### src/rtl/spi_slave_rx.sv
// SPI mode-0 slave: synchronises sck/cs_n/mosi into clk_sys, shifts frames MSB first
// and exchanges them with a one-entry tx buffer and a registered rx_data word.
`timescale 1ns/1ps
module spi_slave_rx #(
  parameter int DATA_W = 8
) (
  input  logic              clk,
  input  logic              nrst,
  input  logic              sck,
  input  logic              cs_n,
  input  logic              mosi,
  output logic              miso,
  output logic              miso_oe,
  input  logic [DATA_W-1:0] tx_data,
  input  logic              tx_valid,
  output logic              tx_ready,
  output logic [DATA_W-1:0] rx_data,
  output logic              rx_valid,
  output logic              underrun
);

  // state  | meaning
  // IDLE   | not selected, miso released, sck ignored
  // ACTIVE | selected, shifting frames on synchronised sck edges
  localparam logic ST_IDLE   = 1'b0;
  localparam logic ST_ACTIVE = 1'b1;

  localparam int CNT_W = $clog2(DATA_W);
  localparam logic [CNT_W-1:0] LAST_BIT = CNT_W'(DATA_W - 1);

  logic [2:0] sck_q, cs_q;
  logic [1:0] mosi_q, vld_q;

  always_ff @(posedge clk or negedge nrst) begin
    if (!nrst) begin
      sck_q  <= 3'b000;
      cs_q   <= 3'b111;
      mosi_q <= 2'b00;
      vld_q  <= 2'b00;
    end else begin
      sck_q  <= {sck_q[1:0], sck};
      cs_q   <= {cs_q[1:0], cs_n};
      mosi_q <= {mosi_q[0], mosi};
      vld_q  <= {vld_q[0], 1'b1};
    end
  end

  logic              state_q, state_d;
  logic [CNT_W-1:0]  cnt_q, cnt_d;
  logic [DATA_W-1:0] shift_q, shift_d;
  logic [DATA_W-1:0] rxsh_q, rxsh_d;
  logic [DATA_W-1:0] rx_data_q, rx_data_d;
  logic [DATA_W-1:0] buf_q, buf_d;
  logic              full_q, full_d;
  logic              rx_valid_q, rx_valid_d;
  logic              underrun_q, underrun_d;
  logic              done_q, done_d;
  logic              pend_q, pend_d;
  logic              peek_full_q, peek_full_d;
  logic              armed_q, armed_d;
  logic              sck_rise, sck_fall, cs_fall, cs_rise;

  // cs_n only counts as falling once a genuine high has been seen after reset
  assign sck_rise = sck_q[1] & ~sck_q[2];
  assign sck_fall = ~sck_q[1] & sck_q[2];
  assign cs_fall  = armed_q & ~cs_q[1] & cs_q[2];
  assign cs_rise  = cs_q[1] & ~cs_q[2];

  always_comb begin
    state_d     = state_q;
    cnt_d       = cnt_q;
    shift_d     = shift_q;
    rxsh_d      = rxsh_q;
    rx_data_d   = rx_data_q;
    buf_d       = buf_q;
    full_d      = full_q;
    rx_valid_d  = 1'b0;
    underrun_d  = 1'b0;
    done_d      = done_q;
    pend_d      = pend_q;
    peek_full_d = peek_full_q;
    armed_d     = armed_q | (vld_q[1] & cs_q[1]);

    if (tx_valid && !full_q) begin
      buf_d  = tx_data;
      full_d = 1'b1;
    end

    case (state_q)
      ST_IDLE: begin
        if (cs_fall) begin
          state_d = ST_ACTIVE;
          cnt_d   = '0;
          done_d  = 1'b0;
          pend_d  = 1'b0;
          if (full_q) begin
            shift_d = buf_q;
            full_d  = 1'b0;
          end else begin
            shift_d    = '0;
            underrun_d = 1'b1;
          end
        end
      end
      default: begin
        if (cs_rise) begin
          state_d = ST_IDLE;
          cnt_d   = '0;
          shift_d = '0;
          rxsh_d  = '0;
          done_d  = 1'b0;
          pend_d  = 1'b0;
        end else if (sck_rise) begin
          rxsh_d = {rxsh_q[DATA_W-2:0], mosi_q[1]};
          // back-to-back load is committed only once the master really clocks the new frame
          if (pend_q) begin
            pend_d = 1'b0;
            if (peek_full_q) full_d = 1'b0;
            else             underrun_d = 1'b1;
          end
          if (cnt_q == LAST_BIT) begin
            cnt_d      = '0;
            rx_data_d  = rxsh_d;
            rx_valid_d = 1'b1;
            done_d     = 1'b1;
          end else begin
            cnt_d = cnt_q + 1'b1;
          end
        end else if (sck_fall) begin
          if (done_q) begin
            done_d      = 1'b0;
            pend_d      = 1'b1;
            peek_full_d = full_q;
            shift_d     = full_q ? buf_q : '0;
          end else begin
            shift_d = {shift_q[DATA_W-2:0], 1'b0};
          end
        end
      end
    endcase
  end

  always_ff @(posedge clk or negedge nrst) begin
    if (!nrst) begin
      state_q     <= ST_IDLE;
      cnt_q       <= '0;
      shift_q     <= '0;
      rxsh_q      <= '0;
      rx_data_q   <= '0;
      buf_q       <= '0;
      full_q      <= 1'b0;
      rx_valid_q  <= 1'b0;
      underrun_q  <= 1'b0;
      done_q      <= 1'b0;
      pend_q      <= 1'b0;
      peek_full_q <= 1'b0;
      armed_q     <= 1'b0;
    end else begin
      state_q     <= state_d;
      cnt_q       <= cnt_d;
      shift_q     <= shift_d;
      rxsh_q      <= rxsh_d;
      rx_data_q   <= rx_data_d;
      buf_q       <= buf_d;
      full_q      <= full_d;
      rx_valid_q  <= rx_valid_d;
      underrun_q  <= underrun_d;
      done_q      <= done_d;
      pend_q      <= pend_d;
      peek_full_q <= peek_full_d;
      armed_q     <= armed_d;
    end
  end

  assign miso_oe  = (state_q == ST_ACTIVE);
  assign miso     = (state_q == ST_ACTIVE) & shift_q[DATA_W-1];
  assign tx_ready = ~full_q;
  assign rx_data  = rx_data_q;
  assign rx_valid = rx_valid_q;
  assign underrun = underrun_q;

endmodule

### config.mk
export PLATFORM = sky130hd
export DESIGN_NAME = spi_slave_rx
export DESIGN_NICKNAME = d
export VERILOG_FILES = /design/src/rtl/spi_slave_rx.sv
export SDC_FILE = /design/constraint.sdc
export NUM_CORES = 1
export LEC_CHECK = 0
export ABC_AREA = 1
export CORE_ASPECT_RATIO = 1.5
export CORE_MARGIN = 2
export CORE_UTILIZATION = 52
export CTS_BUF_LIST = sky130_fd_sc_hd__clkbuf_8
export CTS_CLUSTER_SIZE = 8
export DETAILED_ROUTE_END_ITERATION = 16
export PLACE_DENSITY = 0.78
export SLEW_MARGIN = 20
export SYNTH_ARGS = -nofsm -noshare
export SYNTH_HDL_FRONTEND = slang
export SYNTH_SLANG_ARGS = --single-unit
export TNS_END_PERCENT = 100
### constraint.sdc
create_clock -name clk -period 1.3 [get_ports clk]
set_input_delay 0.26 -clock clk [delete_from_list [all_inputs] [get_ports clk]]
set_output_delay 0.26 -clock clk [all_outputs]
set_load 0.005 [all_outputs]
# Yosys cells after proc, flatten, opt, wreduce, memory -nomap -nowiden
# Index checks and enable logic that the tools add are counted.
# Widths: inputs -> output; s select.
# word_totals
reg_bits	52
wordCells	98
inputBits	14
out_inout_bits	13
# op_classes
n_bitwise	15
n_eq_ne	7
n_reduce_logical	11
muxes	47
add_sub_neg	1
# ops
cell	n
$mux 8	7
$mux 1	33
$mux 3	5
$mux 7	2
$reduce_and 3->1	3
$ne 4x1->1 const B	2
$and 1x1->1	7
$not 1->1	7
$ne 3x1->1 const B	2
$reduce_and 5->1	1
$ne 4x2->1 const B	1
$reduce_and 2->1	2
$reduce_and 4->1	1
$reduce_bool 2->1	2
$add 3x1->3 const B	1
$eq 3x3->1 const B	1
$ne 3x2->1 const B	1
$logic_and 1x1->1	1
$logic_not 1->1	1
$or 1x1->1	1

# Logic depth before layout (Yosys ltp)
# Gate-level depths: netlist (run 1).
# depth
ltp_word	8
ltp_mapped	9
mapped_depth_nobuf	9

# Least setup slack after synthesis (run 1)
# No wires, ideal clock.
# synth_timing
path_kind	register to register
startpoint	reg cs_q[2]
endpoint	reg shift_q[1]
period_less_slack_ns	1.246
setup_ns	0.116
path_stages_with_launch	10
n_path_buf	0
setup_slack_ns	0.054
t_required_ns	1.184
arrival_ns	1.129
path_cell_list	dfstp_2 -> inv_2 -> nand2_4 -> nand2_4 -> inv_2 -> nand2_1 -> nand2_2 -> inv_2 -> nand2_1 -> nand2_1
# synth_between
elab_chain_cells	4
word_cells_on_any_way	9
classes_between	eq/ne: 2; mux: 2; bitwise: 3; reduce/logical: 2
# synth_lines
item	line	source
start, declared	31	logic [2:0] sck_q, cs_q;
start signal, assigned	42	cs_q <= {cs_q[1:0], cs_n};
$not 1->1	67	assign cs_rise = cs_q[1] & ~cs_q[2];
$and 1x1->1	67	
$ne 3x1->1 (no source line) (tied with other cells)	--	
$reduce_and 3->1 (no source line) or $mux 8 (tied branches)	--	
end signal, assigned	161	shift_q <= shift_d;
end, declared	50	logic [DATA_W-1:0] shift_q, shift_d;
# Several ways; a longest one is shown, not always the timed one.
# A chain may end at the register's enable or synchronous reset.

# Final worst setup path (run 1)
# layout_timing
startpoint	reg state_q, in the netlist miso_oe
endpoint	out miso
# layout_between
elab_chain_cells	1
# layout_lines
item	line	source
start, declared	48	logic state_q, state_d;
start signal, assigned	159	state_q <= state_d;
$and 1x1->1	176	assign miso = (state_q == ST_ACTIVE) & shift_q[DATA_W-1];
end, declared	12	output logic miso,
# Every way passes these cells.

==> impl_metrics.yaml, run 1 <==
timing:
  maxClockFrequency_mhz: 769
  finalHoldViolCount: 0
  maxSlewViolCount: 0
  rsz0062_at_grt: "true"
  layout_setup_ws_ns: -0.000646
  min_period_ns: 1.30
  fin_skew_ns: 0.00817
  setup-violations-final: 2
  finalCritPeriodShare: 1.00
routing:
  top_layer: "met4"
  ant_nets: 0
  first_pass_iters: 4
  vias_per_cell: 5.20
  route.met2.wl_mm: 2.65
  wl_per_cell_um: 14.1
  first_iter_violations: 83
  vias: 1769
  wl_mm: 4.81
  drcViolationCount: 0
  wl_met3_um: 165
  met1_length_mm: 1.92
yosys:
  synth_area_per_cell_um2: 9.53
  yosysTopAreaCell: "dfrtp_1"
  yosysSeqAreaShare: 0.583
  async_flop_share: 1.00
  postSynthCellCount: 235
  synth.area.top_cells: "dfrtp_1 55%, nand2_1 13%, nand3_1 6.9%"
  synthesis.area_mm2: 0.00224
  synth_common_cells: "78 x nand2_1, 49 x dfrtp_1, 31 x nand3_1, 18 x inv_1"
  ys.flop_type: "dfrtp_1"
  ys.warnings.count: 0
  synth-edff-count: 0
  syn-num-nets: 251
  synth_top_area_frac: 0.547
  synth_most_common_cell: "nand2_1"
  ys_seq_elements: 52
  synth_cell_types: 25
die:
  start_util: 0.537
  die_w_um: 57.6
  die_h_um: 84.4
  num_io_pins: 27
  core_region_area_mm2: 0.00417
  rows: 29
  die_area_mm2: 0.00486
clocking:
  cts_tree: "done"
  cts_buffers: 5
  cts.sinks: 52
  clk-insertion-delay-late_ns: 0.31
  cts-root-buf: "clkbuf_8"
  cts_buffer_depth: 2
  clk_pin_slew_ns: 0.08
  htreeDepth: 2
critical_path:
  crit_arrival_ns: 1.04
  end_kind: "output pin"
  setup.worst_path.start_class: "register"
  criticalPathCategory: "register to output pin"
  worst_ep_required_time_ns: 1.04
  cp_max_fo: 3
global_route:
  grt_pass1_wl_mm: 7.89
  grt_max_degree: 53
  first_global_vias: 1783
  grt.total_usage: 0.209
  antenna_found_initial: 0
  grt_remaining_overflow: 0
placed_design:
  place_worst_setup_slack_ns: -0.0586
  io_buffers: 26
  gp_congestion: 0.824
  place_hpwl_mm: 3.02
  place_area_mm2: 0.00271
pwr:
  peakVddDrop_v: 0.00150
  leakage_uw: 0.00156
  power_density_mw_per_mm2: 1480
cells_and_area:
  n_antenna_cell: 0
  post-route-cell-area_mm2: 0.00304
  drive_above_1_share: 0.361
  area_delta_synth_final_pct: 35.6
  nNetsFinal: 309
min_path:
  worstHoldPathType: "register to register"
flow_run:
  max_cap_viol_count: 0
run_status:
  violations: "setup timing"
  outcome: "complete, but fails checks"
## where the power goes
group / switching, uW / leakage, uW / internal, uW
combinational: 723 / 0.000847 / 686
clock: 520 / 0.0000486 / 425
sequential: 214 / 0.000662 / 1940
total: 1460 / 0.00156 / 3050
## timing repair
action,4_1_cts,5_1_grt
hold buffers,1,0
resized for setup,51,24
endpoints found under the setup margin,41,32
buffers inserted,7,2
pin swaps,9,3
hold endpoints to repair,49,0
## cell type report
class | instances | area [um^2]
Fill cell | 297 | 1140
Clock inverter | 2 | 11.3
Inverter | 21 | 96.3
Multi-Input combinational cell | 155 | 951
Tap cell | 46 | 57.6
Timing Repair Buffer | 58 | 532
Clock buffer | 6 | 82.6
Sequential cell | 52 | 1310
## stage by stage
stage                      util    TNS, ns  power, uW  std cells  hold WS, ns
after floorplan               -          0       2880        235      -0.0356
after global placement    0.648     -0.592       3300        323        0.268
after detailed placement  0.648     -0.823       3350        323        0.272
after CTS                 0.705     -0.382       4420        338        0.346
after global routing      0.728      -1.05       4780        340        0.344
final                     0.728  -0.000788       4510        340        0.354
## final timing paths
path / slack, ns / endpoint / startpoint / depth (start not counted)
worst max-delay path: -0.0006 / miso / miso_oe / 4
max in group asynchronous: 0.55 / cs_q[2] / nrst / 3
worst min register to register: 0.35 / vld_q[1] / vld_q[0] / 0
min in group asynchronous: 0.47 / sck_q[1] / nrst / 3
worst min-delay path: 0.35 / vld_q[1] / vld_q[0] / 0
worst max register to register: -0.0006 / rx_data[1] / cs_q[2] / 8
## cell usage in the layout, fill, tap and decap left out, types with 2 or more instances in the layout
cell type	count
o21ai_0	2
buf_12	2
buf_4	22
nor2_1	2
dfrtp_1	48
o22ai_1	6
inv_2	2
nand2_2	24
nand2_4	5
clkbuf_8	6
buf_6	8
o21ai_2	8
nand3_1	30
clkdlybuf4s50_1	12
mux2_2	8
a21oi_1	2
dfstp_2	3
dlygate4sd2_1	11
nor2_2	2
inv_8	2
inv_1	17
nand2_1	53
## routing by layer
metal,global-route usage,up-vias
met1,0.251,857
met3,0.0431,6
met5,0,-
met4,0.0634,0
met2,0.369,34
li1,-,872
## cell families after synthesis
family          share of synthesized area
simple gates                        0.241
flops                               0.583
buf+inv                            0.0553
compound gates                     0.0676
mux                                0.0402
fa+ha+maj                          0.0112
other cells                       0.00167
## critical path: stages, from the launching register on
cell and delay (ns):
dfrtp_2 0.43, buf_4 0.14, nand2_1 0.05, inv_1 0.03
clkbuf_2 0.10
## registers in the layout (all words and copies together) (netlist names), 2 cells and up
name and flops:
cnt_q 3, sck_q 3, rxsh_q 7, rx_data 8, cs_q 3, vld_q 2
mosi_q 2, buf_q 8, shift_q 8
No activity file was read; power rests on OpenSTA's default activity.
==> inputs of run 2 (changes only) <==
--- a/config.mk
+++ b/config.mk
@@ -6,6 +6,7 @@
 export NUM_CORES = 1
 export LEC_CHECK = 0
 export ABC_AREA = 1
+export CAP_MARGIN = 20
 export CORE_ASPECT_RATIO = 1.5
 export CORE_MARGIN = 2
 export CORE_UTILIZATION = 52
==> results of run 2 <==
Final layout, timing and power as in run 1 (identical DEF).
